## src/rtl/instruction_fetch_if.sv

```systemverilog
// instruction_fetch_if: instruction memory read handshake plus decode handshake.
interface instruction_fetch_if;
    logic        mem_req, mem_ack, instr_valid, instr_ready;
    logic [31:0] mem_addr, mem_rdata, instr_data, instr_pc;
    modport master (
        output mem_req, mem_addr, instr_valid, instr_data, instr_pc,
        input  mem_ack, mem_rdata, instr_ready
    );
    modport slave (
        input  mem_req, mem_addr, instr_valid, instr_data, instr_pc,
        output mem_ack, mem_rdata, instr_ready
    );
endinterface

```

## src/rtl/instruction_fetch.sv

```systemverilog
// instruction_fetch: single-outstanding instruction fetch FSM with branch redirect
// and a sticky memory-timeout error.
module instruction_fetch #(
    parameter int MAX_WAIT = 255
) (
    input  logic        clk,
    input  logic        reset,
    input  logic [31:0] pc_value,
    output logic        pc_inclement,
    output logic        pc_load,
    output logic [31:0] pc_load_value,
    input  logic        redirect_valid,
    input  logic [31:0] redirect_target,
    output logic        fetch_error,
    instruction_fetch_if.master bus
);
    typedef enum logic [2:0] {IDLE, REQ, HOLD, DRAIN, REDIRECT, ERROR} state_t;
    state_t state, next;
    logic [31:0] target, wait_cnt;
    logic timeout;
    assign bus.mem_req = state == REQ || state == DRAIN;
    assign bus.instr_valid = state == HOLD;
    assign fetch_error = state == ERROR;
    assign timeout = bus.mem_req && !bus.mem_ack && wait_cnt == 32'(MAX_WAIT - 1);
    always_comb begin
        next = state;
        pc_inclement = 1'b0;
        pc_load = 1'b0;
        pc_load_value = '0;
        case (state)
            IDLE, REDIRECT: begin
                // IDLE is also the in-reset state, so the pulse must be gated there
                pc_load = redirect_valid && reset;
                pc_load_value = pc_load ? redirect_target : '0;
                next = redirect_valid ? REDIRECT : REQ;
            end
            REQ: begin
                if (timeout) next = ERROR;
                else if (bus.mem_ack && redirect_valid) begin
                    pc_load = 1'b1;
                    pc_load_value = redirect_target;
                    next = REDIRECT;
                end else if (bus.mem_ack) begin
                    pc_inclement = 1'b1;
                    next = HOLD;
                end else if (redirect_valid) next = DRAIN;
            end
            DRAIN: begin
                if (timeout) next = ERROR;
                else if (bus.mem_ack) begin
                    pc_load = 1'b1;
                    pc_load_value = redirect_valid ? redirect_target : target;
                    next = REDIRECT;
                end
            end
            HOLD: begin
                pc_load = redirect_valid;
                pc_load_value = redirect_valid ? redirect_target : '0;
                next = redirect_valid ? REDIRECT : bus.instr_ready ? REQ : HOLD;
            end
            default: ;
        endcase
    end
    always_ff @(posedge clk or negedge reset) begin
        if (!reset) begin
            state <= IDLE;
            bus.mem_addr <= '0;
            bus.instr_data <= '0;
            bus.instr_pc <= '0;
            target <= '0;
            wait_cnt <= '0;
        end else begin
            state <= next;
            if (next == REQ && state != REQ) bus.mem_addr <= pc_value;
            if (pc_inclement) begin
                bus.instr_data <= bus.mem_rdata;
                bus.instr_pc <= bus.mem_addr;
            end
            if (bus.mem_req && redirect_valid) target <= redirect_target;
            wait_cnt <= (bus.mem_req && !bus.mem_ack) ? wait_cnt + 32'd1 : '0;
        end
    end
endmodule
```

## src/flat_wrapper.sv

```systemverilog
// flat-port wrapper written by rule: the top's interface ports become plain ports
module instruction_fetch_flat 
#(
    parameter int MAX_WAIT = 255
)
  (clk, reset, pc_value, pc_inclement, pc_load, pc_load_value, redirect_valid, redirect_target, fetch_error, bus_mem_req, bus_mem_addr, bus_instr_valid, bus_instr_data, bus_instr_pc, bus_mem_ack, bus_mem_rdata, bus_instr_ready);
  instruction_fetch_if bus_i ();
  input  logic clk;
  input  logic reset;
  input  logic [31:0] pc_value;
  output logic pc_inclement;
  output logic pc_load;
  output logic [31:0] pc_load_value;
  input  logic redirect_valid;
  input  logic [31:0] redirect_target;
  output logic fetch_error;
  output wire logic [$bits(bus_i.mem_req)-1:0] bus_mem_req;
  output wire logic [$bits(bus_i.mem_addr)-1:0] bus_mem_addr;
  output wire logic [$bits(bus_i.instr_valid)-1:0] bus_instr_valid;
  output wire logic [$bits(bus_i.instr_data)-1:0] bus_instr_data;
  output wire logic [$bits(bus_i.instr_pc)-1:0] bus_instr_pc;
  input wire logic [$bits(bus_i.mem_ack)-1:0] bus_mem_ack;
  input wire logic [$bits(bus_i.mem_rdata)-1:0] bus_mem_rdata;
  input wire logic [$bits(bus_i.instr_ready)-1:0] bus_instr_ready;
  assign bus_mem_req = bus_i.mem_req;
  assign bus_mem_addr = bus_i.mem_addr;
  assign bus_instr_valid = bus_i.instr_valid;
  assign bus_instr_data = bus_i.instr_data;
  assign bus_instr_pc = bus_i.instr_pc;
  assign bus_i.mem_ack = bus_mem_ack;
  assign bus_i.mem_rdata = bus_mem_rdata;
  assign bus_i.instr_ready = bus_instr_ready;
  instruction_fetch #(.MAX_WAIT(MAX_WAIT)) u_core (.clk(clk), .reset(reset), .pc_value(pc_value), .pc_inclement(pc_inclement), .pc_load(pc_load), .pc_load_value(pc_load_value), .redirect_valid(redirect_valid), .redirect_target(redirect_target), .fetch_error(fetch_error), .bus(bus_i));
endmodule
```

## config.mk

```make
export PLATFORM = sky130hd
export DESIGN_NAME = instruction_fetch_flat
export DESIGN_NICKNAME = d
export VERILOG_FILES = /design/src/rtl/instruction_fetch_if.sv /design/src/rtl/instruction_fetch.sv /design/src/flat_wrapper.sv
export SDC_FILE = /design/constraint.sdc
export NUM_CORES = 1
export LEC_CHECK = 0
export ABC_AREA = 1
export CAP_MARGIN = 40
export CORE_AREA = 2 2 131 133
export CTS_CLUSTER_SIZE = 16
export DETAILED_ROUTE_END_ITERATION = 6
export DIE_AREA = 0 0 133 135
export HOLD_SLACK_MARGIN = 0.03
export PLACE_DENSITY = 0.76
export SYNTH_ARGS = -nofsm -noshare
export SYNTH_HDL_FRONTEND = slang
export SYNTH_SLANG_ARGS = --single-unit
```

## constraint.sdc

```tcl
create_clock -name clk -period 2.2 [get_ports clk]
set_clock_uncertainty 0.1 [all_clocks]
set_input_delay 0.33 -clock clk [delete_from_list [all_inputs] [get_ports clk]]
set_output_delay 0.33 -clock clk [all_outputs]
set_load 0.02 [all_outputs]
```

### Word-level counts from Yosys, hierarchy flattened

Cells that the tools add are included.

* reduce and logical (&&, ||, !) cells: 10
* mux-type cells: 27
* $add $sub $neg: 1
* eq/ne operators: 8

Operator list (count)
* two-way mux 32 bit: 8
* one-hot mux 32 bit (4 select lines): 1
* adder 32 x 1 -> 32 bit (second input constant): 1
* equality test 32 x 8 -> 1 bit (second input constant): 1
* two-way mux 3 bit: 8
* one-hot mux 3 bit (4 select lines): 1
* two-way mux 1 bit: 7
* equality test 3 x 1 -> 1 bit (second input constant): 2
* equality test 3 x 2 -> 1 bit (second input constant): 2
* equality test 3 bit (second input constant): 2
* logical AND 1 bit: 6
* one-hot mux 1 bit (4 select lines): 1
* logical NOT 3 bit: 1
* inequality test 3 x 1 -> 1 bit (second input constant): 1
* two-way mux 2 bit: 1
* OR reduction 2 bit: 1
* logical NOT 1 bit: 1
* logical OR 1 bit: 1

* flip-flop bits (word level): 163
* word-level logic and storage cells: 52

### Logic depth before layout (Yosys ltp)

* depth after elaboration: 8
* depth in mapped cells: 10

### Worst setup path before layout

Ideal clock, no wire load.

* path type: reg-to-output
* start: register u_core.state[2]
* end: output port pc_load_value[0]
* stages on the path, launching flop included: 9
* path slack: 0.473 ns
* arrival: 1.297 ns
* buffers on the path: 1
* data required time: 1.770 ns
* path through: dfrtp_1 -> nor2_2 -> inv_2 -> nor2_4 -> inv_2 -> o21ai_4 -> buf_4 -> nand2_1 -> nand2_1

* word-level cells in the longest chain between the ends: 6

Ends and longest elaborated chain
* start: declaration: line instruction_fetch.sv:18 `state_t state, next;`
* start signal: assignment: line instruction_fetch.sv:73 `state <= next;`
* equality test 3 x 1 -> 1 bit or equality test 3 x 2 -> 1 bit (tied branches): line instruction_fetch.sv:21, instruction_fetch.sv:30
* logical OR 1 bit: line instruction_fetch.sv:21 `assign bus.mem_req = state == REQ || state == DRAIN;`
* logical AND 1 bit (2 in series): line instruction_fetch.sv:24 `assign timeout = bus.mem_req && !bus.mem_ack && wait_cnt == 32'(MAX_WAIT - 1);`
* two-way mux 32 bit (on tied branches): line instruction_fetch.sv:49, instruction_fetch.sv:38
* one-hot mux 32 bit (4 select lines) *: line instruction_fetch.sv:30 `case (state)`
* end: declaration: line flat_wrapper.sv:13 `output logic [31:0] pc_load_value;`

Every way passes the cells marked *; elsewhere a longest branch is shown, timed or not.

### Worst setup path after layout

* start: register u_core.state[1]
* end: output port pc_load_value[15]

The elaborated chain is that of the path after synthesis.

==> results.txt <==
----------------------------------------------------
[Run status]
  Result of the run ... finished, violations left
  Violated checks ... setup timing

[Clocking]
  Maximum root-to-sink buffer count ... 2
  Clock tree from TritonCTS ... yes
  CTS buffer count ... 17
  Worst-path clk slew ... about 0.070 ns
  Clock latency of the later-clocked register in the worst-skew pair ... between 0.4 and 0.5 ns
  Total number of clock tree sinks ... 163
  CTS HTree Levels ... 4
  Clock Root Buffer ... sky130_fd_sc_hd__clkbuf_16

[STA]
  Accumulated negative setup slack ... -7.044 ns
  Setup slack after layout ... -0.2450 ns
  Final Hold Fails ... 0
  Total of endpoints with negative setup slack in the final report ... 32
  Final number of max-transition violations ... 0
  Max_slew headroom ... between 40% and 50%
  Slew at the pin closest to its max-slew limit ... ~0.76 ns
  Share of the clock period used by the worst path ... 111.1%
  Max Clk Rate ... 409.0 MHz
  Shortest period the worst path allows ... ~2.4 ns
  Setup repair after global routing missed its margin ... yes

[Power]
  Worst VDD drop ... 802.9 uV
  Overall power of the completed layout ... between 0.01 and 0.015 W
  Leakage power ... 5.467 nW
  Power density relative to cell area ... 1257 nW/um^2

[Logic synthesis]
  EDFF count, synth ... 0
  Cell taking the most area after synthesis ... sky130_fd_sc_hd__dfrtp_1
  Syn Nets ... approximately 1,100
  Area share of the largest cell type after synthesis ... ~53%
  Synth warnings ... 0
  Average instance area after synthesis ... between 7 and 8 sq um
  Biggest area contributors in the synthesized netlist ... sky130_fd_sc_hd__dfrtp_1 (53%), sky130_fd_sc_hd__nand2_1 (24%), sky130_fd_sc_hd__nand3_1 (7.7%), sky130_fd_sc_hd__nor2_1 (4.0%), sky130_fd_sc_hd__inv_1 (2.0%)
  Top FF cell, synth ... sky130_fd_sc_hd__dfrtp_1
  Number of synthesized register bits ... ~160
  Top cells by count, synth ... sky130_fd_sc_hd__nand2_1 (483), sky130_fd_sc_hd__dfrtp_1 (163), sky130_fd_sc_hd__nand3_1 (118), sky130_fd_sc_hd__nor2_1 (82), sky130_fd_sc_hd__inv_1 (41)
  Share of synthesized area occupied by flip-flops and latches ... a little over half
  Post-synth cell types ... 29
  Synthesized instance count ... around 1,000
  Cell area after synthesis ... between 7000 and 8000 sq um
  Async set-or-reset flop fraction in the synthesized netlist ... between 90% and 100%
  Top-count cell post-synth ... sky130_fd_sc_hd__nand2_1

[Floorplan]
  Die Y ... roughly 140 um
  Starting utilization of the core area ... 46.69%
  FP Rows ... 47
  DIE WIDTH ... between 100 and 150 um
  Area of the core ... 16,410 sq um
  I/O pin total ... roughly 230
  Die area ... roughly 18,000 sq um

[Setup path]
  WS Path Type ... reg2out
  Peak fanout along the critical path ... 8
  Nature of the critical path endpoint ... output port
  Cell Chain, Critical Path ... buf_4 > nor2_4 > nand2_2 > a21oi_4 > a21oi_4 > o21ai_4 > buf_12 > clkbuf_16 > nand2_1 > nand2_1 > buf_6
  Crit path arrival time ... roughly 2 ns
  CP startpoint kind ... flip-flop
  CP Data Required Time ... 1.77 ns
  Slowest stage cell, crit path ... sky130_fd_sc_hd__dfrtp_1
  Critical path's largest stage delay ... about 0.4 ns

[Flow run]
  Max-cap viol count ... 0

[Drt]
  Final wirelength ... between 20,000 and 25,000 um
  Residual DRC ... 0
  Drt initial violations ... 579
  Residual antenna-violating net count after detailed routing ... 0
  Drt wl/cell ... roughly 16 um
  Number of vias in the routed layout ... 7,702
  Drt first pass iters ... 6
  Average via count per standard cell ... 5.145

[Placed design]
  Placer congestion estimate ... just over 0.9
  Port-buffer cells ... 233
  HPWL Detailed ... around 16,000 um

[GRT]
  Pin count of the biggest net entering global routing ... 142
  Initial antenna violation count ... 0
  Leftover overflow at the end of global routing ... 0
  Wire length of the first global-routing pass ... ~36,000 um
  Global Route Usage Sum ... 25.73%
  Number of global-route vias before repair ... 7,219

[Cells and area]
  Diode insertion count for antenna repair ... 0
  Number of fill cells in the layout ... 1,310
  Share of final-layout standard cells stronger than drive strength 1 ... between 10% and 20%
  Area added between synthesis and finish ... 47.10%
  Final net count ... 1,367

[Min path]
  Min-Delay Path Class ... in2reg

----------------------------------------------------
## layout make-up
class | count | area [sq um] | area share, %
Multi-Input combinational cell | 757 | 3271 | 29.02
Inverter | 48 | 180.2 | 1.599
Tap cell | 220 | 275.3 | 2.443
Clock inverter | 15 | 193.9 | 1.721
Timing Repair Buffer | 277 | 2844 | 25.24
Sequential cell | 163 | 4080 | 36.21
Clock buffer | 17 | 425.4 | 3.775
## cell families after synthesis
| family | Yosys count | share of synthesized area, % |
|---|---|---|
| buf+inv | 93 | 5.357 |
| simple gates | 715 | 37.73 |
| flops | 163 | 53.24 |
| compound gates | 34 | 2.662 |
| xor+xnor | 6 | 0.6859 |
| fa+ha+maj | 2 | 0.3266 |
## critical path: cells and delay by family (launching register included)
family | cells | cell delay [ns]
and+or+nand+nor | 4 | 0.31
buffers and inverters | 4 | 0.58
DFF | 1 | 0.41
AOI/OAI and AO/OA | 3 | 0.29
## what timing repair did
| action | CTS | global route |
|---|---|---|
| resized for setup | 206 | 39 |
| hold buffers | 1 | 0 |
| setup endpoints to repair | 37 | 36 |
| gates cloned | 1 | 2 |
| setup buffers | 2 | 3 |
| pin swaps | 0 | 8 |
| hold endpoints to repair | 22 | 0 |
## state kept, by name, summed over array words and instances, names as in the netlist
signal	flops
u_core.target	32
u_core.bus.instr_data	32
u_core.wait_cnt	32
u_core.state	3
u_core.bus.mem_addr	32
u_core.bus.instr_pc	32
## metrics by stage
stage	area, sq um	std cells	utilization (%)	hold slack (ns)	setup WS [ns]
CTS	11140	1493	67.90	0.3197	-0.1669
global route	11270	1497	68.69	0.3213	-0.3267
finish	11270	1497	68.69	0.3230	-0.2450
detailed placement	10400	1457	63.40	0.2380	-0.4716
global placement	10400	1457	63.40	0.2320	-0.4363
floorplan	7661	1013	-	-0.06559	0.4733
## power breakdown
part,switching (W),internal [W],total (W)
clock network,0.00129,0.00182,0.00311
registers,0.000686,0.00408,0.00477
logic,0.00349,0.00280,0.00629
total,0.00547,0.00870,0.0142
## worst paths after layout
path / start / end / slack, ns / depth (start not counted)
worst max-delay path: u_core.state[1] / pc_load_value[15] / -0.24 / 11
worst min-delay path: redirect_valid / u_core.target[22] / 0.32 / 4
max in group asynchronous: reset / u_core.state[0] / 0.58 / 4
min in group asynchronous: reset / u_core.target[18] / 0.33 / 3
worst max register to register: u_core.state[1] / u_core.target[0] / 0.18 / 12
worst min register to register: u_core.target[25] / u_core.target[25] / 0.37 / 2
## metal layers
| layer | track usage, % | up-vias | wire length, um |
|---|---|---|---|
| met5 | 0 | - | 0 |
| met4 | 8.841 | 0 | 624 |
| met3 | 6.494 | 53 | 1656 |
| met2 | 43.98 | 327 | 11680 |
| met1 | 31.98 | 3633 | 9276 |
| li1 | - | 3689 | - |
## layout by cell type, fill, tap and decap left out, types with 4 or more instances in the layout
cell,n
sky130_fd_sc_hd__dfrtp_1,162
sky130_fd_sc_hd__buf_6,34
sky130_fd_sc_hd__buf_12,9
sky130_fd_sc_hd__o21ai_0,9
sky130_fd_sc_hd__xor2_1,4
sky130_fd_sc_hd__nor3_1,21
sky130_fd_sc_hd__nand2_2,22
sky130_fd_sc_hd__nand3_1,117
sky130_fd_sc_hd__inv_6,4
sky130_fd_sc_hd__clkbuf_16,19
sky130_fd_sc_hd__clkdlybuf4s50_1,194
sky130_fd_sc_hd__buf_4,32
sky130_fd_sc_hd__a21oi_1,12
sky130_fd_sc_hd__nand4_1,6
sky130_fd_sc_hd__inv_1,39
sky130_fd_sc_hd__inv_2,9
sky130_fd_sc_hd__nor2_1,80
sky130_fd_sc_hd__nand2_1,461
(Power assumes the default switching activity.)
